==> src/rtl/psi_pkg.sv <==
// Shared definitions for the PSI controllers: sequencing states and
// width helpers for party and count registers.
package psi_pkg;

   typedef enum logic [1:0] {
      IDLE  = 2'd0,
      ACCUM = 2'd1,
      COUNT = 2'd2,
      DONE  = 2'd3
   } psi_state_t;

   // Width needed to hold a population count of 0..w.
   function automatic int psi_count_width(input int w);
      return $clog2(w + 1);
   endfunction

   function automatic int psi_party_width(input int n);
      return (n > 1) ? $clog2(n) : 1;
   endfunction

endpackage

==> src/rtl/psi_bitcount_serial.sv <==
// Serial popcount: loads a bitmap, then adds one LSB per enabled cycle
// for W cycles. done marks the final counting cycle.
module psi_bitcount_serial
   import psi_pkg::*;
#(
   parameter int W  = 10,
   parameter int CW = psi_count_width(W)
) (
   input  logic          clk,
   input  logic          rst_n,
   input  logic          clr,
   input  logic          load,
   input  logic [W-1:0]  load_data,
   input  logic          en,
   output logic [CW-1:0] count,
   output logic          done
);

   logic [W-1:0]  shreg;
   logic [CW-1:0] bit_cnt;

   // Decoded from registers and the FSM state only, so the FSM can leave
   // COUNT on the same edge that adds the last bit.
   assign done = en && (bit_cnt == CW'(W - 1));

   always_ff @(posedge clk or negedge rst_n) begin
      if (!rst_n) begin
         shreg   <= '0;
         bit_cnt <= '0;
         count   <= '0;
      end else begin
         if (clr) begin
            count <= '0;
         end
         if (load) begin
            shreg   <= load_data;
            bit_cnt <= '0;
         end else if (en) begin
            count   <= count + CW'(shreg[0]);
            shreg   <= shreg >> 1;
            bit_cnt <= bit_cnt + CW'(1);
         end
      end
   end

endmodule

==> src/rtl/psi_seq.sv <==
// Sequential PSI engine: ANDs N party bitmaps into one accumulator, then
// counts the intersection serially and offers bitmap plus count.
//
// state | meaning
// IDLE  | waiting for start; accumulator holds the last result
// ACCUM | accepting party bitmaps, exactly N transfers
// COUNT | serial popcount of the accumulated bitmap, W cycles
// DONE  | result presented on the output port until accepted
module psi_seq
   import psi_pkg::*;
#(
   parameter  int W  = 10,
   parameter  int N  = 4,
   localparam int CW = psi_count_width(W),
   localparam int PW = psi_party_width(N)
) (
   input  logic          clk,
   input  logic          rst_n,
   input  logic          start,
   input  logic          in_valid,
   output logic          in_ready,
   input  logic [W-1:0]  in_data,
   output logic          out_valid,
   input  logic          out_ready,
   output logic [W-1:0]  out_data,
   output logic [CW-1:0] out_count,
   output logic          busy
);

   psi_state_t    state_q, state_d;
   logic [W-1:0]  acc_q;
   logic [PW-1:0] party_cnt_q;
   logic          acc_init, xfer, last_xfer;
   logic          count_clr, count_load, count_en, count_done;

   assign xfer      = in_ready && in_valid;
   assign last_xfer = xfer && (party_cnt_q == PW'(N - 1));
   assign out_data  = acc_q;

   always_comb begin
      state_d    = state_q;
      in_ready   = 1'b0;
      out_valid  = 1'b0;
      busy       = (state_q != IDLE);
      acc_init   = 1'b0;
      count_clr  = 1'b0;
      count_load = 1'b0;
      count_en   = 1'b0;
      case (state_q)
         IDLE: begin
            if (start) begin
               acc_init  = 1'b1;
               count_clr = 1'b1;
               state_d   = ACCUM;
            end
         end
         ACCUM: begin
            in_ready = 1'b1;
            if (last_xfer) begin
               count_load = 1'b1;
               state_d    = COUNT;
            end
         end
         COUNT: begin
            count_en = 1'b1;
            if (count_done) begin
               state_d = DONE;
            end
         end
         DONE: begin
            out_valid = 1'b1;
            if (out_ready) begin
               state_d = IDLE;
            end
         end
         default: state_d = IDLE;
      endcase
   end

   always_ff @(posedge clk or negedge rst_n) begin
      if (!rst_n) begin
         state_q     <= IDLE;
         acc_q       <= '0;
         party_cnt_q <= '0;
      end else begin
         state_q <= state_d;
         if (acc_init) begin
            acc_q       <= '1;
            party_cnt_q <= '0;
         end else if (xfer) begin
            acc_q       <= acc_q & in_data;
            party_cnt_q <= party_cnt_q + PW'(1);
         end
      end
   end

   // The shifter is loaded with the post-AND value on the final transfer.
   psi_bitcount_serial #(
      .W  (W),
      .CW (CW)
   ) u_bitcount (
      .clk       (clk),
      .rst_n     (rst_n),
      .clr       (count_clr),
      .load      (count_load),
      .load_data (acc_q & in_data),
      .en        (count_en),
      .count     (out_count),
      .done      (count_done)
   );

endmodule

==> config.mk <==
export PLATFORM = sky130hd
export DESIGN_NAME = psi_seq
export DESIGN_NICKNAME = d
export VERILOG_FILES = /design/src/rtl/psi_pkg.sv /design/src/rtl/psi_bitcount_serial.sv /design/src/rtl/psi_seq.sv
export SDC_FILE = /design/constraint.sdc
export NUM_CORES = 1
export LEC_CHECK = 0
export CAP_MARGIN = 20
export CORE_UTILIZATION = 35
export DETAILED_ROUTE_END_ITERATION = 16
export SETUP_SLACK_MARGIN = 0.05
export SLEW_MARGIN = 25
export SYNTH_ARGS = -nofsm -noshare
export SYNTH_HDL_FRONTEND = slang
export SYNTH_SLANG_ARGS = --single-unit
==> constraint.sdc <==
create_clock -name clk -period 1.95 [get_ports clk]
set_clock_uncertainty 0.05 [all_clocks]
set_input_delay 0.2925 -clock clk [delete_from_list [all_inputs] [get_ports clk]]
set_output_delay 0.2925 -clock clk [all_outputs]
set_load 0.03 [all_outputs]
==> results.json <==
{
  "outcome": "finished, final reports clean",
  "vias": 1196,
  "tightestPinTransition_ps": 429,
  "wl_per_cell_um": 14.2,
  "cp.required_ps": 1610,
  "p_per_area_mw_per_mm2": 1650,
  "setup_tns_ps": 0,
  "grt_use_total": 0.162,
  "core-area_sq_mm": 0.00414,
  "cp_slowest_stage_delay_ps": 420,
  "place_hpwl_um": 2400,
  "io_buffer_count": 31,
  "crit_path_frequent_cell": "inv_1",
  "crit_chain": "inv_1, ha_1, inv_1, clkdlybuf4s15_1",
  "drc": 0,
  "antenna_found_initial": 0,
  "start_util": 0.375,
  "area_growth_pct": 31.9,
  "drt_wl_total_um": 3320,
  "place.gp.congestion": 0.762,
  "ys_ff_latch": 32,
  "netlist_area_sq_mm": 0.00156,
  "grt_pass1_wl_um": 5440,
  "timing.fmax_ghz": 0.544,
  "nets": 208,
  "via_per_inst": 5.11,
  "critPathBufInv": 3,
  "syn-num-nets": 171,
  "cts-root-buf": "clkbuf_8",
  "cp_slowest_cell": "dfrtp_1",
  "drive_gt1_frac": 0.0924,
  "yosysWarnings": 0,
  "hp-class": "in2async",
  "synth-seq-area-share": 0.515,
  "clock_path_buffers": 2,
  "num_io_pins": 32,
  "cts_hold_buf": 0,
  "die_x_um": 68.7,
  "final_antenna_net_count": 0,
  "htreeDepth": 2,
  "first_global_vias": 1173,
  "crit_path_end_kind": "output pin",
  "cp_top_family": "buffers and inverters",
  "numClockSinks": 32,
  "irDropWorstVdd_uv": 915,
  "diodes": 0,
  "setup_viol": 0,
  "drtIter0Drc": 45,
  "rsz0062_at_grt": "yes",
  "worstPathArrival_ps": 1500,
  "placed_cells": 226,
  "grt-ovfl-total": 0,
  "syn_inst": 146,
  "avgSynthCellArea_sq_um": 10.7,
  "p_leak_uw": 0.000934,
  "cts_tree": "yes",
  "ff2ff_path_depth": 5,
  "firstDrtPassIters": 4,
  "yosysUniqueCellTypes": 26,
  "relSlewSlack": 0.713,
  "fin_crit_sh": 0.943,
  "dieHeight_um": 68.7,
  "final-hold-violation-count": 0,
  "crit_fanout": 5,
  "numCtsBuffers": 5,
  "grt_max_degree": 33,
  "path_depth": 4,
  "num_rows": 23,
  "clk-insertion-delay-late_ps": 280,
  "clk_pin_slew_ps": 70,
  "cp-start-kind": "flip-flop",
  "drv_cap": 0,
  "final_cells": 234,
  "drv_slew": 0,
  "finalCriticalPeriod_ps": 1840,
  "dieArea_sq_mm": 0.00471,
  "path_class": "reg2out"
}
==> cell usage in the layout (no fill, tap or decap), types with 2 or more instances in the layout <==
master           instances
clkdlybuf4s50_1         28
clkbuf_8                 5
ha_1                    10
buf_4                    6
o21ai_0                 22
inv_1                    4
a21oi_1                  3
nor3_1                   2
xor2_1                   4
nand2_1                 18
dfrtp_1                 32
nor2b_1                  2
nor2_1                   5
nand3_1                 14
clkdlybuf4s15_1          2
mux2i_1                 11
==> metal layers <==
layer	vias up	part of all wire	GRT usage
met1	576	0.45	0.204
met3	9	0.042	0.0329
li1	580	-	-
met4	0	0.025	0.102
met2	31	0.48	0.251
met5	-	0	0
==> power breakdown <==
part	internal [uW]	switching, uW
registers	947	222
logic	724	885
clock network	379	237
total	2050	1340
==> cell families (layout without fill, tap and decap cells) <==
logic type / count (synthesis) / in the layout / synth area share
muxes: 13 / 13 / 0.0877
buffers and inverters: 11 / 49 / 0.0306
adders and majority gates: 10 / 10 / 0.0805
and+or+nand+nor: 46 / 46 / 0.145
DFF: 32 / 32 / 0.515
AOI/OAI and AO/OA: 29 / 29 / 0.113
xor gates and xnor gates: 5 / 5 / 0.0282
==> stage by stage <==
step,utilization,hold WS (ps),total power [uW],instance area [sq um],setup slack (ps)
floorplan,-,-53.1,2220,1560,128
global placement,0.468,459,2720,1940,164
detailed placement,0.468,463,2800,1940,125
CTS,0.494,367,3430,2050,56.3
global route,0.495,405,3640,2050,26.3
finish,0.495,355,3390,2050,111
==> state kept, by name, indices dropped and copies added (netlist names) <==
name,flops
out_data,10
u_bitcount.shreg,10
u_bitcount.bit_cnt,4
u_bitcount.count,4
party_cnt_q,2
state_q,2
==> cell usage after synthesis <==
library cell,instances,area share
mux2_4,1,0.0097
nor2b_1,2,0.0080
a21oi_1,3,0.0097
a2111oi_4,1,0.018
nand3_1,14,0.045
and2_1,1,0.0040
nor2_1,5,0.012
clkbuf_1,2,0.0048
nand4_1,1,0.0040
ha_1,10,0.080
mux2_2,1,0.0072
xnor2_1,1,0.0056
nand2_1,18,0.043
nor3_1,2,0.0064
buf_2,5,0.016
and3_1,1,0.0040
dfrtp_1,32,0.51
xor2_1,4,0.023
a2bb2oi_1,1,0.0056
nand3b_1,1,0.0048
a21boi_1,1,0.0048
inv_1,4,0.0097
o21bai_1,1,0.0048
o21ai_0,22,0.071
mux2i_1,11,0.071
nand3b_4,1,0.013
==> worst paths after layout <==
kind,slack [ps],start,to
hold reg to reg,470,u_bitcount.shreg[9],u_bitcount.shreg[9]
max in group asynchronous,1200,rst_n,u_bitcount.count[0]
setup reg to reg,140,state_q[1],state_q[1]
min in group clk,470,u_bitcount.shreg[9],u_bitcount.shreg[9]
setup / recovery,110,state_q[0],busy
hold / removal,350,rst_n,out_data[5]
==> what timing repair did <==
| item | in CTS | in global routing |
|---|---|---|
| endpoints found under the setup margin | 2 | 3 |
| setup buffers | 0 | 0 |
| gates resized for setup | 2 | 3 |
==> cell type report <==
cell class	count	area, sq um
flip-flops and latches	32	801
inverters	4	15.0
clock inverters	2	35.0
repair buffers	37	358
clock buffers	6	72.6
well taps	50	62.6
multi-input cells	103	707
fillers	388	2090
No activity file was read; power rests on OpenSTA's default activity.
